[config.mk]
export PLATFORM = sky130hd
export DESIGN_NAME = xip_flash_responder_flat
export DESIGN_NICKNAME = d
export VERILOG_FILES = /design/src/rtl/xip_flash_responder_pkg.sv /design/src/rtl/xip_flash_responder_if.sv /design/src/rtl/xip_flash_byteshift.sv /design/src/rtl/xip_flash_responder.sv /design/src/flat_wrapper.sv
export SDC_FILE = /design/constraint.sdc
export NUM_CORES = 1
export LEC_CHECK = 0
export CAP_MARGIN = 10
export CORE_MARGIN = 3
export CORE_UTILIZATION = 50
export DETAILED_ROUTE_END_ITERATION = 7
export PLACE_DENSITY_LB_ADDON = 0.12
export SETUP_SLACK_MARGIN = 0.5
export SLEW_MARGIN = 20
export SYNTH_ARGS = -nofsm -noshare
export SYNTH_HDL_FRONTEND = slang
export SYNTH_SLANG_ARGS = --single-unit
export TNS_END_PERCENT = 20
[constraint.sdc]
create_clock -name clk -period 6.4 [get_ports clk]
set_clock_uncertainty 0.1 [all_clocks]
set_input_delay 1.28 -clock clk [delete_from_list [all_inputs] [get_ports clk]]
set_output_delay 1.28 -clock clk [all_outputs]
set_load 0.005 [all_outputs]
[src/rtl/xip_flash_responder_pkg.sv]
// Shared definitions for the XIP serial-flash responder: state encoding,
// opcode constants, default widths and the byte-lane select helper.
package xip_flash_responder_pkg;

  localparam int         XFR_ADDRW    = 24;
  localparam logic [7:0] XFR_CMD_READ = 8'h03;
  localparam logic [7:0] XFR_CMD_FAST = 8'h0B;
  localparam int         XFR_DUMMYW   = 8;

  typedef enum logic [2:0] {
    ST_IDLE   = 3'd0,
    ST_CMD    = 3'd1,
    ST_ADDR   = 3'd2,
    ST_DUMMY  = 3'd3,
    ST_DATA   = 3'd4,
    ST_IGNORE = 3'd5
  } xfr_state_e;

  // Little-endian byte lane of a 32-bit memory word.
  function automatic logic [7:0] lane_byte(input logic [31:0] w, input logic [1:0] lane);
    case (lane)
      2'd0:    lane_byte = w[7:0];
      2'd1:    lane_byte = w[15:8];
      2'd2:    lane_byte = w[23:16];
      default: lane_byte = w[31:24];
    endcase
  endfunction

endpackage

[src/rtl/xip_flash_responder_if.sv]
// SPI pin and word-memory bundle for the XIP flash responder.
// slave: the responder itself; master: the initiator/memory side.
interface xip_flash_responder_if
  import xip_flash_responder_pkg::*;
#(
  parameter int ADDRW = XFR_ADDRW
);
  logic             cs;
  logic             scl;
  logic             mosi;
  logic             miso;
  logic             misoe;
  logic             mem_rd;
  logic [ADDRW-3:0] mem_addr;
  logic [31:0]      mem_rdata;
  logic             active;
  logic             cmd_err;

  modport slave (
    input  cs, scl, mosi, mem_rdata,
    output miso, misoe, mem_rd, mem_addr, active, cmd_err
  );

  modport master (
    output cs, scl, mosi, mem_rdata,
    input  miso, misoe, mem_rd, mem_addr, active, cmd_err
  );
endinterface

[src/rtl/xip_flash_byteshift.sv]
// 8-bit parallel-load / serial-out shifter feeding miso. Loads one byte lane
// of a 32-bit word, shifts left on a data-phase fall, MSB is the output bit.
module xip_flash_byteshift
  import xip_flash_responder_pkg::*;
(
  input  logic        clk,
  input  logic        clr_i,
  input  logic        ld_i,
  input  logic [1:0]  lane_i,
  input  logic [31:0] word_i,
  input  logic        shift_i,
  output logic        msb_o
);
  logic [7:0] sh_q;
  logic [7:0] sh_d;

  // Clear wins over load, load wins over shift.
  always_comb begin
    sh_d = sh_q;
    if (clr_i) begin
      sh_d = '0;
    end else if (ld_i) begin
      sh_d = lane_byte(word_i, lane_i);
    end else if (shift_i) begin
      sh_d = {sh_q[6:0], 1'b0};
    end
  end

  // Shifter register; contents are qualified by misoe downstream.
  always_ff @(posedge clk) begin
    sh_q <= sh_d;
  end

  assign msb_o = sh_q[7];

endmodule

[src/rtl/xip_flash_responder.sv]
// SPI mode-0 serial-flash responder for the XIP read path. Decodes READ
// (and FAST READ when XIP_FLASH_RESPONDER_FASTREAD_EN is defined), shifts in
// a 24-bit byte address and streams little-endian bytes from a 32-bit word
// memory with one-cycle read latency, prefetching the next word on lane 3.
// SPI pins share clk with the initiator, so no synchronizers are used.
module xip_flash_responder
  import xip_flash_responder_pkg::*;
#(
  parameter int         ADDRW    = XFR_ADDRW,
  parameter logic [7:0] CMD_READ = XFR_CMD_READ,
  parameter logic [7:0] CMD_FAST = XFR_CMD_FAST,
  parameter int         DUMMYW   = XFR_DUMMYW
) (
  input logic                  clk,
  input logic                  rstb,
  xip_flash_responder_if.slave bus
);

  localparam logic [2:0] S_IDLE   = ST_IDLE;
  localparam logic [2:0] S_CMD    = ST_CMD;
  localparam logic [2:0] S_ADDR   = ST_ADDR;
  localparam logic [2:0] S_DUMMY  = ST_DUMMY;
  localparam logic [2:0] S_DATA   = ST_DATA;
  localparam logic [2:0] S_IGNORE = ST_IGNORE;

  localparam int CW = $clog2((ADDRW > DUMMYW) ? ADDRW : DUMMYW);
  localparam logic [CW-1:0]    CNT_ONE  = CW'(1);
  localparam logic [ADDRW-1:0] ADDR_ONE = ADDRW'(1);
  localparam logic [ADDRW-3:0] WORD_ONE = (ADDRW-2)'(1);

  logic [2:0]       state_q, state_d;
  logic [CW-1:0]    cnt_q, cnt_d;
  logic [ADDRW-1:0] addr_q, addr_d;
  logic             skip_q, skip_d;
  logic             mem_rd_q, mem_rd_d;
  logic [ADDRW-3:0] mem_addr_q, mem_addr_d;
  logic             rd_init_q, rd_init_d;
  logic             rd_vld_q, rd_vld_init_q;
  logic [31:0]      buf_q;
  logic             cmd_err_q, cmd_err_d;
  logic             cs_q, scl_q;
`ifdef XIP_FLASH_RESPONDER_FASTREAD_EN
  logic             fast_q, fast_d;
`endif

  logic             rise, fall;
  logic             sh_clr, sh_ld, sh_shift, sh_msb;
  logic [1:0]       sh_lane;
  logic [31:0]      sh_word;

  // A chip select that is high masks both edges, so cs wins a tie with scl.
  assign rise = bus.scl & ~scl_q & ~bus.cs;
  assign fall = ~bus.scl & scl_q & ~bus.cs;

  // Next-state, fetch and shifter control for the whole transaction.
  always_comb begin
    state_d    = state_q;
    cnt_d      = cnt_q;
    addr_d     = addr_q;
    skip_d     = skip_q;
    mem_rd_d   = 1'b0;
    mem_addr_d = mem_addr_q;
    rd_init_d  = 1'b0;
    cmd_err_d  = 1'b0;
    sh_clr     = 1'b0;
    sh_ld      = 1'b0;
    sh_shift   = 1'b0;
    sh_lane    = addr_q[1:0];
    sh_word    = buf_q;
`ifdef XIP_FLASH_RESPONDER_FASTREAD_EN
    fast_d     = fast_q;
`endif

    // First word returns: load its start lane; lane 3 needs the next word now.
    if (rd_vld_q && rd_vld_init_q) begin
      sh_ld   = 1'b1;
      sh_word = bus.mem_rdata;
      sh_lane = addr_q[1:0];
      if (addr_q[1:0] == 2'd3) begin
        mem_rd_d   = 1'b1;
        mem_addr_d = mem_addr_q + WORD_ONE;
      end
    end

    case (state_q)
      S_IDLE: begin
        if (!bus.cs && cs_q) begin
          state_d = S_CMD;
          cnt_d   = '0;
`ifdef XIP_FLASH_RESPONDER_FASTREAD_EN
          fast_d  = 1'b0;
`endif
        end
      end

      S_CMD: begin
        if (rise) begin
          addr_d = {addr_q[ADDRW-2:0], bus.mosi};
          cnt_d  = cnt_q + CNT_ONE;
          if (cnt_q == CW'(7)) begin
            cnt_d = '0;
            if (addr_d[7:0] == CMD_READ) begin
              state_d = S_ADDR;
            end
`ifdef XIP_FLASH_RESPONDER_FASTREAD_EN
            else if (addr_d[7:0] == CMD_FAST) begin
              state_d = S_ADDR;
              fast_d  = 1'b1;
            end
`else
            else if (addr_d[7:0] == CMD_FAST) begin
              state_d   = S_IGNORE;
              cmd_err_d = 1'b1;
            end
`endif
            else begin
              state_d   = S_IGNORE;
              cmd_err_d = 1'b1;
            end
          end
        end
      end

      S_ADDR: begin
        if (rise) begin
          addr_d = {addr_q[ADDRW-2:0], bus.mosi};
          cnt_d  = cnt_q + CNT_ONE;
          if (cnt_q == CW'(ADDRW-1)) begin
            cnt_d      = '0;
            mem_rd_d   = 1'b1;
            mem_addr_d = addr_d[ADDRW-1:2];
            rd_init_d  = 1'b1;
            state_d    = S_DATA;
            skip_d     = 1'b1;
`ifdef XIP_FLASH_RESPONDER_FASTREAD_EN
            if (fast_q) begin
              state_d = S_DUMMY;
              skip_d  = 1'b0;
            end
`endif
          end
        end
      end

`ifdef XIP_FLASH_RESPONDER_FASTREAD_EN
      S_DUMMY: begin
        if (rise) begin
          cnt_d = cnt_q + CNT_ONE;
          if (cnt_q == CW'(DUMMYW-1)) begin
            cnt_d   = '0;
            state_d = S_DATA;
            skip_d  = 1'b1;
          end
        end
      end
`endif

      S_DATA: begin
        // The fall that closes the last address/dummy bit is not a data shift.
        if (fall) begin
          if (skip_q) begin
            skip_d = 1'b0;
          end else if (cnt_q[2:0] == 3'd7) begin
            cnt_d   = '0;
            addr_d  = addr_q + ADDR_ONE;
            sh_ld   = 1'b1;
            sh_word = buf_q;
            sh_lane = addr_d[1:0];
            if (addr_d[1:0] == 2'd3) begin
              mem_rd_d   = 1'b1;
              mem_addr_d = mem_addr_q + WORD_ONE;
            end
          end else begin
            sh_shift = 1'b1;
            cnt_d    = cnt_q + CNT_ONE;
          end
        end
      end

      default: ;
    endcase

    // Deselect aborts everything; a partial byte is dropped.
    if (bus.cs) begin
      state_d    = S_IDLE;
      cnt_d      = '0;
      skip_d     = 1'b0;
      sh_clr     = 1'b1;
      sh_ld      = 1'b0;
      sh_shift   = 1'b0;
      mem_rd_d   = 1'b0;
      mem_addr_d = mem_addr_q;
      rd_init_d  = 1'b0;
      cmd_err_d  = 1'b0;
    end
  end

  // Control state with synchronous active-low reset; cs_q resets low so a
  // cs held low through reset is not mistaken for a new select.
  always_ff @(posedge clk) begin
    if (!rstb) begin
      state_q       <= S_IDLE;
      cnt_q         <= '0;
      skip_q        <= 1'b0;
      mem_rd_q      <= 1'b0;
      mem_addr_q    <= '0;
      rd_init_q     <= 1'b0;
      rd_vld_q      <= 1'b0;
      rd_vld_init_q <= 1'b0;
      cmd_err_q     <= 1'b0;
      cs_q          <= 1'b0;
      scl_q         <= 1'b0;
`ifdef XIP_FLASH_RESPONDER_FASTREAD_EN
      fast_q        <= 1'b0;
`endif
    end else begin
      state_q       <= state_d;
      cnt_q         <= cnt_d;
      skip_q        <= skip_d;
      mem_rd_q      <= mem_rd_d;
      mem_addr_q    <= mem_addr_d;
      rd_init_q     <= rd_init_d;
      rd_vld_q      <= mem_rd_q & ~bus.cs;
      rd_vld_init_q <= rd_init_q & ~bus.cs;
      cmd_err_q     <= cmd_err_d;
      cs_q          <= bus.cs;
      scl_q         <= bus.scl;
`ifdef XIP_FLASH_RESPONDER_FASTREAD_EN
      fast_q        <= fast_d;
`endif
    end
  end

  // Address shift/byte pointer and the word buffer that catches every fetch.
  always_ff @(posedge clk) begin
    addr_q <= addr_d;
    if (rd_vld_q) begin
      buf_q <= bus.mem_rdata;
    end
  end

  xip_flash_byteshift u_shift (
    .clk     (clk),
    .clr_i   (sh_clr),
    .ld_i    (sh_ld),
    .lane_i  (sh_lane),
    .word_i  (sh_word),
    .shift_i (sh_shift),
    .msb_o   (sh_msb)
  );

  assign bus.misoe    = (state_q == S_DATA) & ~bus.cs;
  assign bus.miso     = bus.misoe & sh_msb;
  assign bus.mem_rd   = mem_rd_q;
  assign bus.mem_addr = mem_addr_q;
  assign bus.cmd_err  = cmd_err_q;
  assign bus.active   = (state_q == S_CMD) || (state_q == S_ADDR) ||
                        (state_q == S_DUMMY) || (state_q == S_DATA);

endmodule

[src/flat_wrapper.sv]
// flat-port wrapper written by rule: the top's interface ports become plain ports
module xip_flash_responder_flat import xip_flash_responder_pkg::*;
#(
  parameter int         ADDRW    = XFR_ADDRW,
  parameter logic [7:0] CMD_READ = XFR_CMD_READ,
  parameter logic [7:0] CMD_FAST = XFR_CMD_FAST,
  parameter int         DUMMYW   = XFR_DUMMYW
)
  (clk, rstb, bus_cs, bus_scl, bus_mosi, bus_mem_rdata, bus_miso, bus_misoe, bus_mem_rd, bus_mem_addr, bus_active, bus_cmd_err);
  xip_flash_responder_if #(.ADDRW(ADDRW)) bus_i ();
  input logic clk;
  input logic rstb;
  input wire logic [$bits(bus_i.cs)-1:0] bus_cs;
  input wire logic [$bits(bus_i.scl)-1:0] bus_scl;
  input wire logic [$bits(bus_i.mosi)-1:0] bus_mosi;
  input wire logic [$bits(bus_i.mem_rdata)-1:0] bus_mem_rdata;
  output wire logic [$bits(bus_i.miso)-1:0] bus_miso;
  output wire logic [$bits(bus_i.misoe)-1:0] bus_misoe;
  output wire logic [$bits(bus_i.mem_rd)-1:0] bus_mem_rd;
  output wire logic [$bits(bus_i.mem_addr)-1:0] bus_mem_addr;
  output wire logic [$bits(bus_i.active)-1:0] bus_active;
  output wire logic [$bits(bus_i.cmd_err)-1:0] bus_cmd_err;
  assign bus_i.cs = bus_cs;
  assign bus_i.scl = bus_scl;
  assign bus_i.mosi = bus_mosi;
  assign bus_i.mem_rdata = bus_mem_rdata;
  assign bus_miso = bus_i.miso;
  assign bus_misoe = bus_i.misoe;
  assign bus_mem_rd = bus_i.mem_rd;
  assign bus_mem_addr = bus_i.mem_addr;
  assign bus_active = bus_i.active;
  assign bus_cmd_err = bus_i.cmd_err;
  xip_flash_responder #(.ADDRW(ADDRW), .CMD_READ(CMD_READ), .CMD_FAST(CMD_FAST), .DUMMYW(DUMMYW)) u_core (.clk(clk), .rstb(rstb), .bus(bus_i));
endmodule
Word level (Yosys, flattened, before mapping)
Cells that the tools add are included.

storage, ports and cells
  output and inout bits = 27
  register bits = 102
  input bits = 37
  word-level logic and storage cells = 144

operators by class
  mux-type cells = 69
  add/subtract/negate cells = 3
  equal/unequal tests = 21
  bitwise gates (word level) = 16
  reduce and logical (&&, ||, !) cells = 21

operators by type and width
  kind                                                                    count
  22-bit two-way mux                                                      8
  32-bit two-way mux                                                      5
  24-bit two-way mux                                                      4
  24-bit one-hot mux with 2 select lines                                  1
  22-bit one-hot mux with 2 select lines                                  1
  5-bit two-way mux                                                       8
  1-bit two-way mux                                                       25
  24-bit by 1-bit adder with 24-bit output (second input constant)        1
  8-bit one-hot mux with 3 select lines                                   1
  22-bit by 1-bit adder with 22-bit output (second input constant)        1
  5-bit one-hot mux with 4 select lines                                   1
  3-bit two-way mux                                                       6
  8-bit two-way mux                                                       2
  2-bit by 1-bit != test with 1-bit output (second input constant)        8
  6-bit AND reduction                                                     2
  3-bit one-hot mux with 3 select lines                                   1
  1-bit AND                                                               8
  8-bit by 2-bit equality test with 1-bit output (second input constant)  1
  2-bit two-way mux                                                       4
  1-bit NOT                                                               8
  2-bit equality test (second input constant)                             3
  3-bit by 2-bit equality test with 1-bit output (second input constant)  2
  3-bit equality test (second input constant)                             2
  2-bit nonzero test                                                      3
  other kinds (19)                                                        24

Longest topological paths before layout
  depth after elaboration = 8
  depth in mapped cells = 9
  mapped depth without buffers = 8

Cells and area by module
A second synthesis with hierarchy kept.

second synthesis, totals
  cells, all modules = 607
  area total of the unflattened synthesis = 5774.3 um^2

modules (own cells, without submodules)
  module               cells an instance  sequential area each (um^2)  area an instance (um^2)  instances
  xip_flash_responder  551                2412.3                       5208.7                   1
  xip_flash_byteshift  56                 160.2                        565.5                    1

Worst setup path before layout
OpenSTA, ideal clock, no wires.

  path kind = in2reg
  start point = in bus_cs
  end point = reg u_core.addr_q[0], enable pin
  stages = 3
  library setup time = 435 ps
  path buffers = 0
  data arrival time = 3335 ps
  data required time = 5865 ps
  path slack = 2530 ps
  cell sequence = nor3b_1 -> o21ai_0 -> o21ai_0

between the ends
  word-level cells in the longest chain between the ends = 4
  elaborated cells between the ends (all ways) = 6
  classes of those cells = eq/ne: 2; bitwise: 3; reduce/logical: 1

RTL lines
  element                                                    RTL line                                              source
  from (decl)                                                flat_wrapper.sv:13                                    input wire logic [$bits(bus_i.cs)-1:0] bus_cs;
  1-bit NOT *                                                xip_flash_responder.sv:52, xip_flash_responder.sv:53
  1-bit AND, on equally long branches                        xip_flash_responder.sv:52, xip_flash_responder.sv:53
  2-bit by 1-bit != test with 1-bit output (no source line)  --
  5-bit AND reduction (no source line) *                     --
  to (signal assigned)                                       xip_flash_responder.sv:236                            addr_q <= addr_d;
  to (decl)                                                  xip_flash_responder.sv:33                             logic [ADDRW-1:0] addr_q, addr_d;

Every way passes the cells marked *; elsewhere a longest branch is shown, timed or not.
A chain may end at the register's enable or synchronous reset.

Final worst setup path
  start point = in bus_cs
  end point = out bus_miso

between the ends
  word-level cells in the longest chain between the ends = 3

RTL lines
  element    RTL line                    source
  1-bit NOT  xip_flash_responder.sv:252  assign bus.misoe = (state_q == S_DATA) & ~bus.cs;
  1-bit AND  xip_flash_responder.sv:252
  1-bit AND  xip_flash_responder.sv:253  assign bus.miso = bus.misoe & sh_msb;
  to (decl)  flat_wrapper.sv:17          output wire logic [$bits(bus_i.miso)-1:0] bus_miso;

Every way passes these cells.

==> flow_summary.yaml <==
drt:
  num_vias: 5743
  ant_nets: 0
  detail_route.first_pass.iterations: 6
  wl_met3_mm: 1.78
  drt-vias-per-instance: 6.65
  final_routed_drc_violation_total: 0
  avgRoutedWirePerCell_um: 20.7
  highest-signal-layer: "met4"
  drt_iter0_drc: 708
  drt_wl_total_mm: 17.9
  met1Wirelength_mm: 8.25
  wl_met2_mm: 7.53
floorplan:
  io_pins: 64
  die_width_um: 115
  coreArea_um2: 11600
  fp.dieArea_um2: 13300
  chipHeight_um: 115
  initial_utilization_pct: 51.7
  fp-row-count: 39
sta:
  final.period_utilization_pct: 75.7
  max_freq_ghz: 0.206
  tightest_slew_ns: 1.04
  totalNegativeSetupSlack_ns: 0
  timing.max_slew.rel_slack_pct: 30.6
  finalSetupViolCount: 0
  finalMaxSlewViolations: 0
  final.min_clock_period_ns: 4.85
  unrepaired_setup_endpoints_after_global_routing: "false"
  finalHoldViolCount: 0
synth:
  syn-mean-instance-area_um2: 8.77
  synth_nets: 723
  sequential_to_total_area_share_from_yosys_stat_pct: 43.1
  yosys.cell_types.count: 77
  synth-edff-count: 55
  synthesized_netlist_cell_count: 681
  synth-async-reset-ratio_pct: 0
  synth-compound-area-share_pct: 25.2
  dominant_combinational_cell_family_by_area_after_synthesis: "compound AO/OA/AOI/OAI gates"
  synth_top_cells_by_count: "nand2_1 (72), nor2_1 (60), edfxtp_1 (55)"
  synth.top_cell.area_share_pct: 27.6
  synth-simple-area-share_pct: 23.9
  yosys_synthesis_warning_count: 0
  netlist.top_cell.by_area: "edfxtp_1"
  synth_seq_cells: 101
  ys_top_cells_by_area: "edfxtp_1 (28%), dfxtp_1 (15%), nand2_1 (4.5%), o21ai_0 (4.5%), a21oi_1 (3.9%)"
  synthAdderAreaFrac_pct: 1.21
  synthesis.area_um2: 5970
  ys_dominant_reg_cell: "edfxtp_1"
  synth-xor-area-share_pct: 2.35
  synth.mux.area_fraction_pct: 0.503
  synthMostInstantiatedCell: "nand2_1"
layout:
  multi_input_comb_area_um2: 3210
  area_growth_pct: 16.5
  register_area_um2: 2570
  filler_cell_count: 1048
  final_layout_size_suffix_gt1_share_pct: 5.96
  diodes: 0
  layout.nets: 758
clock_network:
  cts-resized-gates: 0
  holdBufCountCts: 0
  tritoncts.num_buffers: 9
  cts_tree: "yes"
  maximum_level_of_the_cts_h_tree: 3
  clock_sinks: 101
  worst_setup_hold_path_clk_slew_ns: 0.07
  root_buffer: "clkbuf_16"
  clk_latency_ns: 0.36
  postCtsSetupRepairBufs: 0
  number_of_buffers_on_the_longest_clock_path: 2
setup_path:
  critical_path.reg2reg.endpoint: "u_core.bus.mem_addr[13]"
  cp.buffers_inverters: 4
  worstSetupEndpointType: "output pin"
  crit_path_end: "bus_miso"
  cp.required_ns: 5.02
  cp.arrival_ns: 3.47
  highest_cell_delay_on_the_worst_timing_path_ns: 0.74
  setup.worst_path.start_class: "input port"
  critPathLaunch: "bus_cs"
  critical_r2r_launch: "u_core.addr_q[0]"
  cp_slowest_cell: "or4b_1"
  cp_num_cells: 6
  cp_cell_sequence: "clkdlybuf4s50_1 -> buf_4 -> or4b_1 -> inv_4 -> and2_1 -> clkdlybuf4s50_1"
  cp_common_cell: "clkdlybuf4s50_1"
  worstRegToRegCells: 7
  r2r_setup_slack_ns: 3.11
  maximum_net_fanout_on_the_critical_path: 33
  timing_worst_setup_path_type: "in2out"
  cpLargestDelayFamily: "buffers and inverters"
global_route:
  largest_net_degree_at_the_start_of_global_routing: 41
  grt_overflow: 0
  grt_antenna_before_repair: 0
  global_route.usage.total_pct: 27.2
  via_count_of_the_first_global_routing_pass: 5283
  grt_first_pass_wirelength_mm: 28.4
place:
  port-buffer-count: 63
  finalWeightedCongestion: 0.904
  post-dp-hpwl_mm: 12.3
power:
  p_sw_w: 0.000311
  clkPwrFrac_pct: 42.2
  seq_power_share_pct: 52.9
  vdd.ir_drop.worst_uv: 246
  total_power_w: 0.00130
  cellInternalPower_w: 0.000990
  comb_power_share_pct: 4.9
  switching_power_as_a_share_of_total_power_pct: 23.9
  power.density_nw_per_um2: 187
  power_leakage_nw: 2.26
flow_run:
  timing.max_cap.violations: 0
hold_path:
  hp-class: "reg2reg"
outcome:
  status: "complete, no violations"
-- area by class of cell --
cell class	count	area share, %
clock buffers	9	3.24
repair buffers	69	9.71
inverters	9	0.521
flip-flops and latches	101	37.0
multi-input cells	526	46.1
well taps	143	2.57
clock inverters	7	0.935
-- sequential cells by signal, summed over array words and instances (netlist names) --
name	flops
u_core.u_shift.sh_q	8
u_core.addr_q	23
u_core.rd_vld_q	1
u_core.bus.cmd_err	1
u_core.rd_vld_init_q	1
u_core.bus.mem_rd	1
u_core.cnt_q	5
u_core.rd_init_q	1
u_core.scl_q	1
u_core.skip_q	1
u_core.state_q	3
u_core.cs_q	1
u_core.bus.mem_addr	22
u_core.buf_q	32
-- power by group through the flow --
stage / logic, W / registers (W) / clock network [W]
floorplan: 0.0000272 / 0.000700 / 0
global placement: 0.0000620 / 0.000703 / 0
detailed placement: 0.0000628 / 0.000703 / 0
CTS: 0.0000629 / 0.000688 / 0.000559
global route: 0.0000682 / 0.000689 / 0.000586
finish: 0.0000636 / 0.000688 / 0.000549
-- per-stage QoR --
stage                     instance area, um^2  std cells  worst slack [ns]  hold WS [ns]  utilization, %
after global routing                     6960        864              1.49         0.400            60.2
final                                    6960        864              1.55         0.379            60.2
after floorplan                          5970        681              2.53         0.344               -
after global placement                   6650        848              1.59         0.348            57.5
after CTS                                6950        864              1.56         0.382            60.1
after detailed placement                 6660        848              1.56         0.359            57.6
-- worst min path at each step --
stage	startpoint	end	slack, ns	cells past startpoint
after floorplan	u_core.rd_init_q	u_core.rd_vld_init_q	0.34	1
after global placement	u_core.rd_init_q	u_core.rd_vld_init_q	0.35	1
after detailed placement	u_core.rd_init_q	u_core.rd_vld_init_q	0.36	1
after CTS	u_core.rd_init_q	u_core.rd_vld_init_q	0.38	1
after global routing	u_core.rd_init_q	u_core.rd_vld_init_q	0.40	1
final	u_core.rd_init_q	u_core.rd_vld_init_q	0.38	1
-- layout by cell type (no fill, tap or decap), drive strengths merged, types with 14 or more instances in the layout --
cell type      instances
dfxtp                 46
a21oi                 46
edfxtp                55
inv                   14
o21ai                 56
a22oi                 16
nor2                  61
nand2                 72
nand4                 18
and3                  15
a31oi                 18
clkdlybuf4s50         63
nor3                  18
nand3                 40
-- cell families after synthesis --
kind of cell	Yosys count
buffers and inverters	54
AO/OA/AOI/OAI	222
flip-flops	101
XOR/XNOR	16
multiplexers	3
AND/OR/NAND/NOR	279
adder cells (fa/ha/maj)	6
-- worst reg2reg max path, delay by kind of cell (launching register included) --
family                   cells  cell delay (ns)
flip-flops                   1             0.72
adder cells (fa/ha/maj)      1             0.37
AO/OA/AOI/OAI                3             0.59
AND/OR/NAND/NOR              3             1.38
-- metal layers --
metal	track usage (%)	up-vias
met3	5.74	30
met5	0	-
met4	6.49	0
met2	38.2	288
li1	-	2701
met1	42.6	2724
No activity file was read; power rests on OpenSTA's default activity.
